--- src/rtl/alu_pkg.sv ---
// Shared definitions for the parameterised ALU.
// Contents: default operand width, opcode map, FSM state encoding,
// registered flag bundle and its reset value.
package alu_pkg;

  localparam int unsigned ALU_WIDTH_DEFAULT = 32;
  localparam int unsigned OP_W              = 4;

  // Codes 0-4 keep the encoding of the older 3-bit ALU.
  typedef enum logic [OP_W-1:0] {
    OP_ADD  = 4'h0,
    OP_SUB  = 4'h1,
    OP_AND  = 4'h2,
    OP_OR   = 4'h3,
    OP_XOR  = 4'h4,
    OP_NOR  = 4'h5,
    OP_SLT  = 4'h6,
    OP_SLTU = 4'h7,
    OP_SLL  = 4'h8,
    OP_SRL  = 4'h9,
    OP_SRA  = 4'hA,
    OP_MUL  = 4'hB
  } alu_op_e;

  typedef enum logic [0:0] {
    ST_IDLE = 1'b0,
    ST_MUL  = 1'b1
  } alu_state_e;

  typedef struct packed {
    logic zero;
    logic negative;
    logic carry;
    logic overflow;
  } alu_flags_t;

  // A cleared result of 0 reports zero=1.
  localparam alu_flags_t FLAGS_RESET = '{zero: 1'b1, negative: 1'b0, carry: 1'b0, overflow: 1'b0};

endpackage

--- src/rtl/alu_mul_iter.sv ---
// Iterative shift-add multiplier, one partial product per cycle.
// Ports:
//   clock, clear    : clock and asynchronous active-high reset (aborts a run)
//   start_i         : load operands and begin; ignored state is reloaded
//   a_i, b_i        : multiplicand / multiplier
//   done_c_o        : high in the cycle whose rising edge completes the product
//   product_c_o     : low WIDTH bits of the product, valid when done_c_o is high
// A run started on edge E0 adds its last partial product on edge E0+WIDTH;
// the product is presented combinationally so the caller can register it on
// that same edge.
module alu_mul_iter
  import alu_pkg::*;
#(
  parameter int unsigned WIDTH = ALU_WIDTH_DEFAULT
) (
  input  logic             clock,
  input  logic             clear,
  input  logic             start_i,
  input  logic [WIDTH-1:0] a_i,
  input  logic [WIDTH-1:0] b_i,
  output logic             done_c_o,
  output logic [WIDTH-1:0] product_c_o
);

  localparam int unsigned CNT_W = $clog2(WIDTH);

  logic [WIDTH-1:0] mcand_q, mcand_d;
  logic [WIDTH-1:0] mplier_q, mplier_d;
  logic [WIDTH-1:0] acc_q, acc_d;
  logic [CNT_W-1:0] cnt_q, cnt_d;
  logic             run_q, run_d;
  logic [WIDTH-1:0] step_sum;
  logic             last_step;

  // Accumulator plus the current partial product.
  always_comb begin
    step_sum  = acc_q + (mplier_q[0] ? mcand_q : '0);
    last_step = run_q && (cnt_q == CNT_W'(WIDTH - 1));
  end

  // Load on start, otherwise one shift-add step per cycle while running.
  always_comb begin
    mcand_d  = mcand_q;
    mplier_d = mplier_q;
    acc_d    = acc_q;
    cnt_d    = cnt_q;
    run_d    = run_q;
    if (start_i) begin
      mcand_d  = a_i;
      mplier_d = b_i;
      acc_d    = '0;
      cnt_d    = '0;
      run_d    = 1'b1;
    end else if (run_q) begin
      acc_d    = step_sum;
      mcand_d  = mcand_q << 1;
      mplier_d = mplier_q >> 1;
      cnt_d    = cnt_q + CNT_W'(1);
      if (last_step) begin
        run_d = 1'b0;
      end
    end
  end

  always_ff @(posedge clock or posedge clear) begin
    if (clear) begin
      mcand_q  <= '0;
      mplier_q <= '0;
      acc_q    <= '0;
      cnt_q    <= '0;
      run_q    <= 1'b0;
    end else begin
      mcand_q  <= mcand_d;
      mplier_q <= mplier_d;
      acc_q    <= acc_d;
      cnt_q    <= cnt_d;
      run_q    <= run_d;
    end
  end

  assign done_c_o    = last_step;
  assign product_c_o = step_sum;

endmodule

--- src/rtl/param_alu.sv ---
// Parameterised ALU: single-cycle arithmetic/logic/shift ops plus an
// iterative WIDTH-cycle multiply, with registered result and flags.
// Ports:
//   clock, clear          : clock and asynchronous active-high reset
//   start                 : request, accepted only in IDLE
//   opCode                : operation select (see alu_pkg::alu_op_e)
//   inputA, inputB        : operands; inputB low log2(WIDTH) bits = shift amount
//   result                : registered result
//   zero, negative, carry, overflow : registered flags
//   busy                  : multiply in flight
//   done                  : one-cycle completion pulse
module param_alu
  import alu_pkg::*;
#(
  parameter int unsigned WIDTH = ALU_WIDTH_DEFAULT
) (
  input  logic             clock,
  input  logic             clear,
  input  logic             start,
  input  logic [OP_W-1:0]  opCode,
  input  logic [WIDTH-1:0] inputA,
  input  logic [WIDTH-1:0] inputB,
  output logic [WIDTH-1:0] result,
  output logic             zero,
  output logic             negative,
  output logic             carry,
  output logic             overflow,
  output logic             busy,
  output logic             done
);

  localparam int unsigned SH_W  = $clog2(WIDTH);
  localparam int unsigned SUM_W = WIDTH + 1;

  alu_state_e       state_q, state_d;
  logic [WIDTH-1:0] result_q, result_d;
  alu_flags_t       flags_q, flags_d;
  logic             busy_q, busy_d;
  logic             done_q, done_d;

  logic             accept;
  logic             is_mul;
  logic [SH_W-1:0]  shamt;
  logic [SUM_W-1:0] add_sum;
  logic [SUM_W-1:0] sub_sum;
  logic [WIDTH-1:0] alu_res;
  alu_flags_t       alu_flags;
  logic             mul_done_c;
  logic [WIDTH-1:0] mul_product_c;

  assign accept = (state_q == ST_IDLE) && start;
  assign is_mul = (opCode == OP_MUL);

  // Single-cycle datapath; the result is registered on the accepting edge.
  always_comb begin
    shamt   = inputB[SH_W-1:0];
    add_sum = {1'b0, inputA} + {1'b0, inputB};
    sub_sum = {1'b0, inputA} + {1'b0, ~inputB} + SUM_W'(1);
    alu_res = '0;
    alu_flags = '{zero: 1'b0, negative: 1'b0, carry: 1'b0, overflow: 1'b0};
    case (opCode)
      OP_ADD: begin
        alu_res            = add_sum[WIDTH-1:0];
        alu_flags.carry    = add_sum[WIDTH];
        alu_flags.overflow = (inputA[WIDTH-1] == inputB[WIDTH-1]) &&
                             (add_sum[WIDTH-1] != inputA[WIDTH-1]);
      end
      OP_SUB: begin
        alu_res            = sub_sum[WIDTH-1:0];
        alu_flags.carry    = sub_sum[WIDTH];
        alu_flags.overflow = (inputA[WIDTH-1] != inputB[WIDTH-1]) &&
                             (sub_sum[WIDTH-1] != inputA[WIDTH-1]);
      end
      OP_AND:  alu_res = inputA & inputB;
      OP_OR:   alu_res = inputA | inputB;
      OP_XOR:  alu_res = inputA ^ inputB;
      OP_NOR:  alu_res = ~(inputA | inputB);
      OP_SLT:  alu_res = WIDTH'($signed(inputA) < $signed(inputB));
      OP_SLTU: alu_res = WIDTH'(inputA < inputB);
      OP_SLL:  alu_res = inputA << shamt;
      OP_SRL:  alu_res = inputA >> shamt;
      OP_SRA:  alu_res = $unsigned($signed(inputA) >>> shamt);
      default: alu_res = '0;  // MUL handled by the sub-module; C-F reserved
    endcase
    alu_flags.zero     = (alu_res == '0);
    alu_flags.negative = alu_res[WIDTH-1];
  end

  alu_mul_iter #(
    .WIDTH(WIDTH)
  ) u_mul (
    .clock       (clock),
    .clear       (clear),
    .start_i     (accept && is_mul),
    .a_i         (inputA),
    .b_i         (inputB),
    .done_c_o    (mul_done_c),
    .product_c_o (mul_product_c)
  );

  // Next-state logic.
  always_comb begin
    state_d = state_q;
    case (state_q)
      ST_IDLE: if (accept && is_mul) state_d = ST_MUL;
      ST_MUL:  if (mul_done_c)       state_d = ST_IDLE;
      default: state_d = ST_IDLE;
    endcase
  end

  // Output logic; result and flags hold unless an operation completes.
  always_comb begin
    result_d = result_q;
    flags_d  = flags_q;
    busy_d   = busy_q;
    done_d   = 1'b0;
    case (state_q)
      ST_IDLE: begin
        if (accept) begin
          if (is_mul) begin
            busy_d = 1'b1;
          end else begin
            result_d = alu_res;
            flags_d  = alu_flags;
            done_d   = 1'b1;
          end
        end
      end
      ST_MUL: begin
        if (mul_done_c) begin
          busy_d   = 1'b0;
          done_d   = 1'b1;
          result_d = mul_product_c;
          flags_d  = '{zero: (mul_product_c == '0), negative: mul_product_c[WIDTH-1],
                       carry: 1'b0, overflow: 1'b0};
        end
      end
      default: busy_d = 1'b0;
    endcase
  end

  // State and output registers.
  always_ff @(posedge clock or posedge clear) begin
    if (clear) begin
      state_q  <= ST_IDLE;
      result_q <= '0;
      flags_q  <= FLAGS_RESET;
      busy_q   <= 1'b0;
      done_q   <= 1'b0;
    end else begin
      state_q  <= state_d;
      result_q <= result_d;
      flags_q  <= flags_d;
      busy_q   <= busy_d;
      done_q   <= done_d;
    end
  end

  assign result   = result_q;
  assign zero     = flags_q.zero;
  assign negative = flags_q.negative;
  assign carry    = flags_q.carry;
  assign overflow = flags_q.overflow;
  assign busy     = busy_q;
  assign done     = done_q;

endmodule

--- config.mk ---
export PLATFORM = sky130hd
export DESIGN_NAME = param_alu
export DESIGN_NICKNAME = d
export VERILOG_FILES = /design/src/rtl/alu_pkg.sv /design/src/rtl/alu_mul_iter.sv /design/src/rtl/param_alu.sv
export SDC_FILE = /design/constraint.sdc
export NUM_CORES = 1
export LEC_CHECK = 0
export CELL_PAD_IN_SITES_DETAIL_PLACEMENT = 0
export CELL_PAD_IN_SITES_GLOBAL_PLACEMENT = 1
export CORE_MARGIN = 4
export CORE_UTILIZATION = 40
export CTS_CLUSTER_SIZE = 8
export DETAILED_ROUTE_END_ITERATION = 16
export PLACE_DENSITY_LB_ADDON = 0.1
export SYNTH_ARGS = -nofsm -noshare
export SYNTH_HDL_FRONTEND = slang
export SYNTH_HIERARCHICAL = 1
export SYNTH_SLANG_ARGS = --single-unit
--- constraint.sdc ---
create_clock -name clock -period 3.4 [get_ports clock]
set_input_delay 0.68 -clock clock [delete_from_list [all_inputs] [get_ports clock]]
set_output_delay 0.68 -clock clock [all_outputs]
set_load 0.01 [all_outputs]
=== Word-level counts from Yosys, hierarchy flattened ===
Index checks and enable logic that the tools add are counted.

* Register bits after elaboration: 141
* Output and inout bits: 38
* Logic and storage cells: 92

* Add/subtract/negate cells: 5
* Magnitude comparators: 2
* Equal/unequal tests: 20
* Shift-type cells: 3
* Muxes and demuxes: 32
* Bitwise logic cells: 6
* Reductions and logical operators: 11

{| class="wikitable"
|+ Operators by type and width
! operator !! number
|-
| $pmux 32 s11 || 1
|-
| $mux 32 || 10
|-
| $add 32x32->33 || 2
|-
| $logic_not 32->1 || 2
|-
| $lt 32x32->1 || 2
|-
| $not 32->32 || 2
|-
| $pmux 32 s2 || 1
|-
| $add 33x1->33 const B || 1
|-
| $add 32x32->32 || 1
|-
| $and 32x32->32 || 1
|-
| $or 32x32->32 || 1
|-
| $shl 32x5->32 || 1
|-
| $shr 32x5->32 || 1
|-
| $sshr 32x5->32 || 1
|-
| $xor 32x32->32 || 1
|-
| $eq 4x3->1 const B || 4
|-
| $eq 4x4->1 const B || 4
|-
| $mux 4 || 3
|-
| $mux 1 || 10
|-
| $mux 5 || 2
|-
| $eq 4x2->1 const B || 2
|-
| $pmux 4 s2 || 1
|-
| $ne 2x2->1 const B || 3
|-
| $pmux 1 s2 || 3
|-
| other kinds (12) || 19
|}

=== Depth between registers and ports, before layout ===
Gate-level depths: netlist (run 1).

* Depth in word-level cells: 9
* Gate-level depth with buffers: 18
* Mapped depth without buffers: 17

=== Cells and area by module ===
The synthesis (run 1) kept the hierarchy.

{| class="wikitable"
|+ By module, submodules not included
! module !! times used !! cells an instance !! area each (um^2) !! sequential area each (um^2)
|-
| param_alu || 1 || 1713 || 12470.7 || 952.2
|-
| alu_mul_iter || 1 || 695 || 6413.7 || 2552.4
|}

=== Least setup slack after synthesis (run 1) ===
Ideal clock, no wire load.

* Kind: input to register
* From: in inputB[3]
* To: reg flags_q (netlist bit zero)
* Arrival time: 4557 ps
* Data required time: 3339 ps
* Path slack: -1218 ps
* Stages: 16
* Buffers on the path: 3
* Path through: inv_1 buf_1 clkbuf_1 clkbuf_1 ha_1 nor3b_1 a211oi_1 a2111o_1 a211oi_1 o21ai_0 a211oi_1 o21ai_0 nor4_1 or4bb_1 nor4_2 a31o_1

* Longest elaborated chain between the ends: 8
* Elaborated cells on any way between the ends: 18
* Those cells by class: add/sub: 3; order compare: 2; shift: 3; mux: 4; bitwise: 5; reduce/logical: 1

{| class="wikitable"
|+ Ends and longest elaborated chain
! what !! line !! RTL
|-
| start: declaration || param_alu.sv:22 || <nowiki>input logic [WIDTH-1:0] inputB,</nowiki>
|-
| $not 32->32 || param_alu.sv:58 || <nowiki>sub_sum = {1'b0, inputA} + {1'b0, ~inputB} + SUM_W'(1);</nowiki>
|-
| $add 32x32->33 || param_alu.sv:58 ||
|-
| $add 33x1->33 || param_alu.sv:58 ||
|-
| $pmux 32 s11 (*) || param_alu.sv:61 || <nowiki>case (opCode)</nowiki>
|-
| $logic_not 32->1 (*) || param_alu.sv:85 || <nowiki>alu_flags.zero = (alu_res == '0);</nowiki>
|-
| $mux 4 (*) || param_alu.sv:120 || <nowiki>if (is_mul) begin</nowiki>
|-
| $mux 4 (*) || param_alu.sv:119 || <nowiki>if (accept) begin</nowiki>
|-
| $pmux 4 s2 (*) || param_alu.sv:117 || <nowiki>case (state_q)</nowiki>
|-
| end signal: assignment || param_alu.sv:153 || <nowiki>flags_q <= flags_d;</nowiki>
|-
| end: declaration || param_alu.sv:37 || <nowiki>alu_flags_t flags_q, flags_d;</nowiki>
|}

Mark *: on every way between the ends. The rest lies on a longest branch, timed or not. The select of a mux whose other input is x is not followed.
A chain may end at the register's enable or synchronous reset.

=== Final worst setup path (run 1) ===
* From: reg u_mul.mplier_q[0]
* To: reg flags_q (netlist bit zero)

* Longest elaborated chain between the ends: 5

{| class="wikitable"
|+ Ends and longest elaborated chain
! what !! line !! RTL
|-
| start: declaration || alu_mul_iter.sv:28 || <nowiki>logic [WIDTH-1:0] mplier_q, mplier_d;</nowiki>
|-
| start signal: assignment || alu_mul_iter.sv:74 || <nowiki>mplier_q <= mplier_d;</nowiki>
|-
| $mux 32 || alu_mul_iter.sv:37 || <nowiki>step_sum = acc_q + (mplier_q[0] ? mcand_q : '0);</nowiki>
|-
| $add 32x32->32 || alu_mul_iter.sv:37 ||
|-
| via mul_product_c[28] || param_alu.sv:49 || <nowiki>logic [WIDTH-1:0] mul_product_c;</nowiki>
|-
| $logic_not 32->1 || param_alu.sv:134 || <nowiki>flags_d = '{zero: (mul_product_c == '0), negative: mul_product_c[WIDTH-1],</nowiki>
|-
| $mux 4 || param_alu.sv:130 || <nowiki>if (mul_done_c) begin</nowiki>
|-
| $pmux 4 s2 || param_alu.sv:117 ||
|}

The timed path passes the listed nets, and every way through them passes these cells. The select of a mux whose other input is x is not followed.

==> summary.md, run 1 <==
| Metric | Value |
|---|---|
| Status | finished, violations left |
| Failing checks | negative setup slack |
| Crit path max-delay cell type | dfrtp_1 |
| Full die area | 50800 sq um |
| Die span in x | 225 microns |
| R2r startpoint | u_mul/mplier_q[0]$_DFFE_PP0P_ |
| Die Y | 225 microns |
| Critical path class | reg2reg |
| Core area | 46700 sq um |
| Skew final | 0.0132 ns |
| Multi-input gate area | 15900 sq um |
| GP Congestion | 1.05 |
| Largest stage delay, worst path | 0.41 ns |
| RSZ-0062 raised after global routing | true |
| Met2 GRT Util | 0.583 |
| CP Cell Sequence | buf_4 > and2_4 > fa_2 > a21oi_2 > o211ai_2 > a31oi_4 > o21ai_2 > a221o_2 > a31oi_4 > buf_6 > o21ai_2 > xor2_2 > nor4_2 > buf_4 > nand4_1 > nor3_4 > nand4_1 > buf_6 > a21oi_2 > a31o_1 |
| FF+latch count, synth | 140 |
| Actual slew at the worst max-slew pin | 1.00 ns |
| GRT Max-Usage Layer | met2 |
| Startpoint Class | register |
| Design area | 30500 sq um |
| Iteration-0 DRC Markers | 2801 |
| Clock Pin Slew Worst Setup and Hold Paths | 0.07 ns |
| Final period util | 1.20 |
| Worst setup margin | -0.688 ns |
| Clock power frac | 0.286 |
| Tot Pwr | 0.00731 W |
| Main synth FF type | dfrtp_1 |
| CTS tree | built |
| DPL Wire Length | 79.8 mm |
| Fmax | 245 MHz |
| Sw Ratio | 0.361 |
| FILL cells | 3997 |
| Final setup viols | 13 |
| CP arrival | 4.47 ns |
| Hold Violations, Final | 0 |
| Util after Layout | 0.653 |
| Crit path required time | 3.78 ns |
| GRT met1 Usage | 0.510 |
| Post-synth cell types | 98 |
| MaxCap Viol Count | 0 |
| Total Wirelength | 101 mm |
| Mapped Cells | 2408 |
| First drt pass iteration count | 8 |
| Yosys Warn Count | 6 |
| Comb pwr share | 0.486 |
| Worst vdd ir | 0.271 mV |
| Seq pwr share | 0.228 |
| Total CTS buffers | 17 |
| Commonest cells after routing, fill and taps aside | buf_4 (877), nand2_1 (225), nor2_1 (204) |
| Syn Area/Cell | 7.84 sq um |
| Vias in the first global route | 23471 |
| Min Tclk post-route | 4.09 ns |
| Share of post-route cells with drive strength above 1 | 0.420 |
| Psw | 0.00264 W |
| Final #Nets | 3556 |
| Register area | 3510 sq um |
| Initial Util | 0.405 |
| DRC viols | 0 |
| Worst path bufs/invs | 4 |
| Top delay family on crit path | compound AO/OA/AOI/OAI gates |
| Placed cell areas | 27000 sq um |
| Most common cell after layout, fill and taps aside | buf_4 |
| Final Max Slew Viols | 0 |
| Clock Tree Buf Depth | 2 |
| GRT Total Usage | 0.383 |
| Worst setup path start | u_mul/mplier_q[0]$_DFFE_PP0P_ |
| Area grow syn2layout | 61.4% |
| Crit path max fanout | 5 |
| Num ports | 109 |
| Sequential-to-total area share from yosys stat | 0.186 |
| Power density over the cells | 240 nW/um^2 |
| Hold WC Path Type | reg2reg |
| P_leak | 13.1 nW |
| Post-synth EDFFs | 0 |
| Port Buf Inserts | 108 |
| Post-DR wirelength/cell | 25.5 microns |
| Clk_lat worst skew | 0.44 ns |
| M3 GR Usage | 0.106 |
| GRT overflow | 0 |
| Syn Nets | 2619 |
| Critical Path End Type | register |
| H-tree depth | 4 |
| Largest net degree at the start of global routing | 60 |
| Mapped Area | 18900 sq um |
| Clock root buffer | clkbuf_16 |
| Internal power | 0.00467 W |
| Routed Antenna Nets | 0 |
| Row Count | 79 |
| Setup WS pre-CTS | -1.81 ns |
| Slew headroom | 0.330 |
| Min-delay src | result[26]$_DFFE_PP0P_ |
| Via Count | 24134 |
| First-pass GRT wire length | 148 mm |
| CTS sink count | 140 |
| FFs w/ async S/R, synth | 1.00 |
| Initial antenna violation count | 3 |
| Via/cell ratio | 6.08 |
[kinds of logic after synthesis]
group	count (synthesis)	synth area share
compound gates	750	0.263
xor+xnor	55	0.0255
fa+ha+maj	140	0.0940
buf+inv	296	0.0641
flops	140	0.186
mux	264	0.175
simple gates	763	0.193
[metal layers]
metal | vias up | share of wire
li1 | 10810 | -
met1 | 11677 | 0.41
met2 | 1381 | 0.43
met3 | 266 | 0.10
met4 | 0 | 0.056
met5 | - | 0
[final timing paths]
check / endpoint / depth (start not counted) / slack [ns]
worst max-delay path: zero$_DFFE_PP1P_ / 20 / -0.69
worst min-delay path: result[26]$_DFFE_PP0P_ / 2 / 0.47
worst max register to register: zero$_DFFE_PP1P_ / 20 / -0.69
worst min register to register: result[26]$_DFFE_PP0P_ / 2 / 0.47
max in group asynchronous: result[3]$_DFFE_PP0P_ / 2 / 1.91
min in group asynchronous: u_mul/cnt_q[1]$_DFFE_PP0P_ / 2 / 0.66
[state kept, by name (all words and copies together), names as in the netlist, 5 cells and up]
signal	flops
u_mul/mcand_q	32
u_mul/mplier_q	32
u_mul/acc_q	32
u_mul/cnt_q	5
result	32
[tightest hold or removal path, stage by stage, from the launching register on]
cell     delay [ns]
dfrtp_1        0.34
nand2_1        0.05
nand2_1        0.05
[metrics by stage]
stage / hold WS, ns / cells / TNS, ns
2_1_floorplan: 0.455 / 2408 / -1.08
3_3_place_gp: 0.449 / 3825 / -26.83
4_1_cts: 0.478 / 3937 / -1.46
3_5_place_dp: 0.456 / 3825 / -27.31
5_1_grt: 0.489 / 3965 / -2.75
6_report: 0.469 / 3968 / -1.91
[timing repair]
item                                    in CTS  in global routing
hold endpoints to repair                     0                  0
setup buffers                               85                 44
endpoints found under the setup margin      29                 20
hold buffers                                 0                  0
gates cloned                                 1                  0
gates resized for setup                    400                137
pin swaps                                   89                 81
[synthesized netlist by cell type (16+ instances only)]
cell,count,share of area
nand2b_1,30,0.0099
a21oi_1,180,0.048
nand4_1,21,0.0070
o211ai_1,44,0.017
a211oi_1,27,0.011
mux2i_1,178,0.094
nand2_1,231,0.046
a31oi_1,26,0.0086
inv_1,111,0.022
o22ai_1,32,0.011
mux2_2,29,0.017
nand3_1,43,0.011
o21bai_1,16,0.0064
buf_1,23,0.0046
mux4_2,46,0.055
clkbuf_1,117,0.023
xor2_1,21,0.0097
and2_1,42,0.014
dfrtp_1,139,0.18
nor2_1,211,0.042
a21o_1,39,0.016
a221oi_1,16,0.0074
buf_2,31,0.0082
nor4_1,26,0.0086
ha_1,137,0.091
o21ai_0,181,0.048
nor2b_1,28,0.0093
nor3_1,48,0.013
xnor2_1,34,0.016
[power by group through the flow]
stage          sequential, W  clock, W  combinational [W]
4_1_cts              0.00167   0.00211            0.00331
5_1_grt              0.00167   0.00219            0.00369
3_3_place_gp         0.00170         0            0.00294
2_1_floorplan        0.00170         0            0.00131
3_5_place_dp         0.00170         0            0.00294
6_report             0.00167   0.00209            0.00355
[cell type report]
type,instances,area share
multi-input cells,1972,0.522
repair buffers,1099,0.301
flip-flops and latches,140,0.115
well taps,607,0.0249
clock buffers,23,0.0163
inverters,115,0.0151
clock inverters,9,0.00517
diodes,3,0.000246
Note: power is estimated with default switching activity, not from simulation.
==> run 2: changes to the inputs <==
Settings changed: HOLD_SLACK_MARGIN set to 0.15.
==> results of run 2 <==
Same layout as run 1: the final DEF is identical, and so are final timing and power.
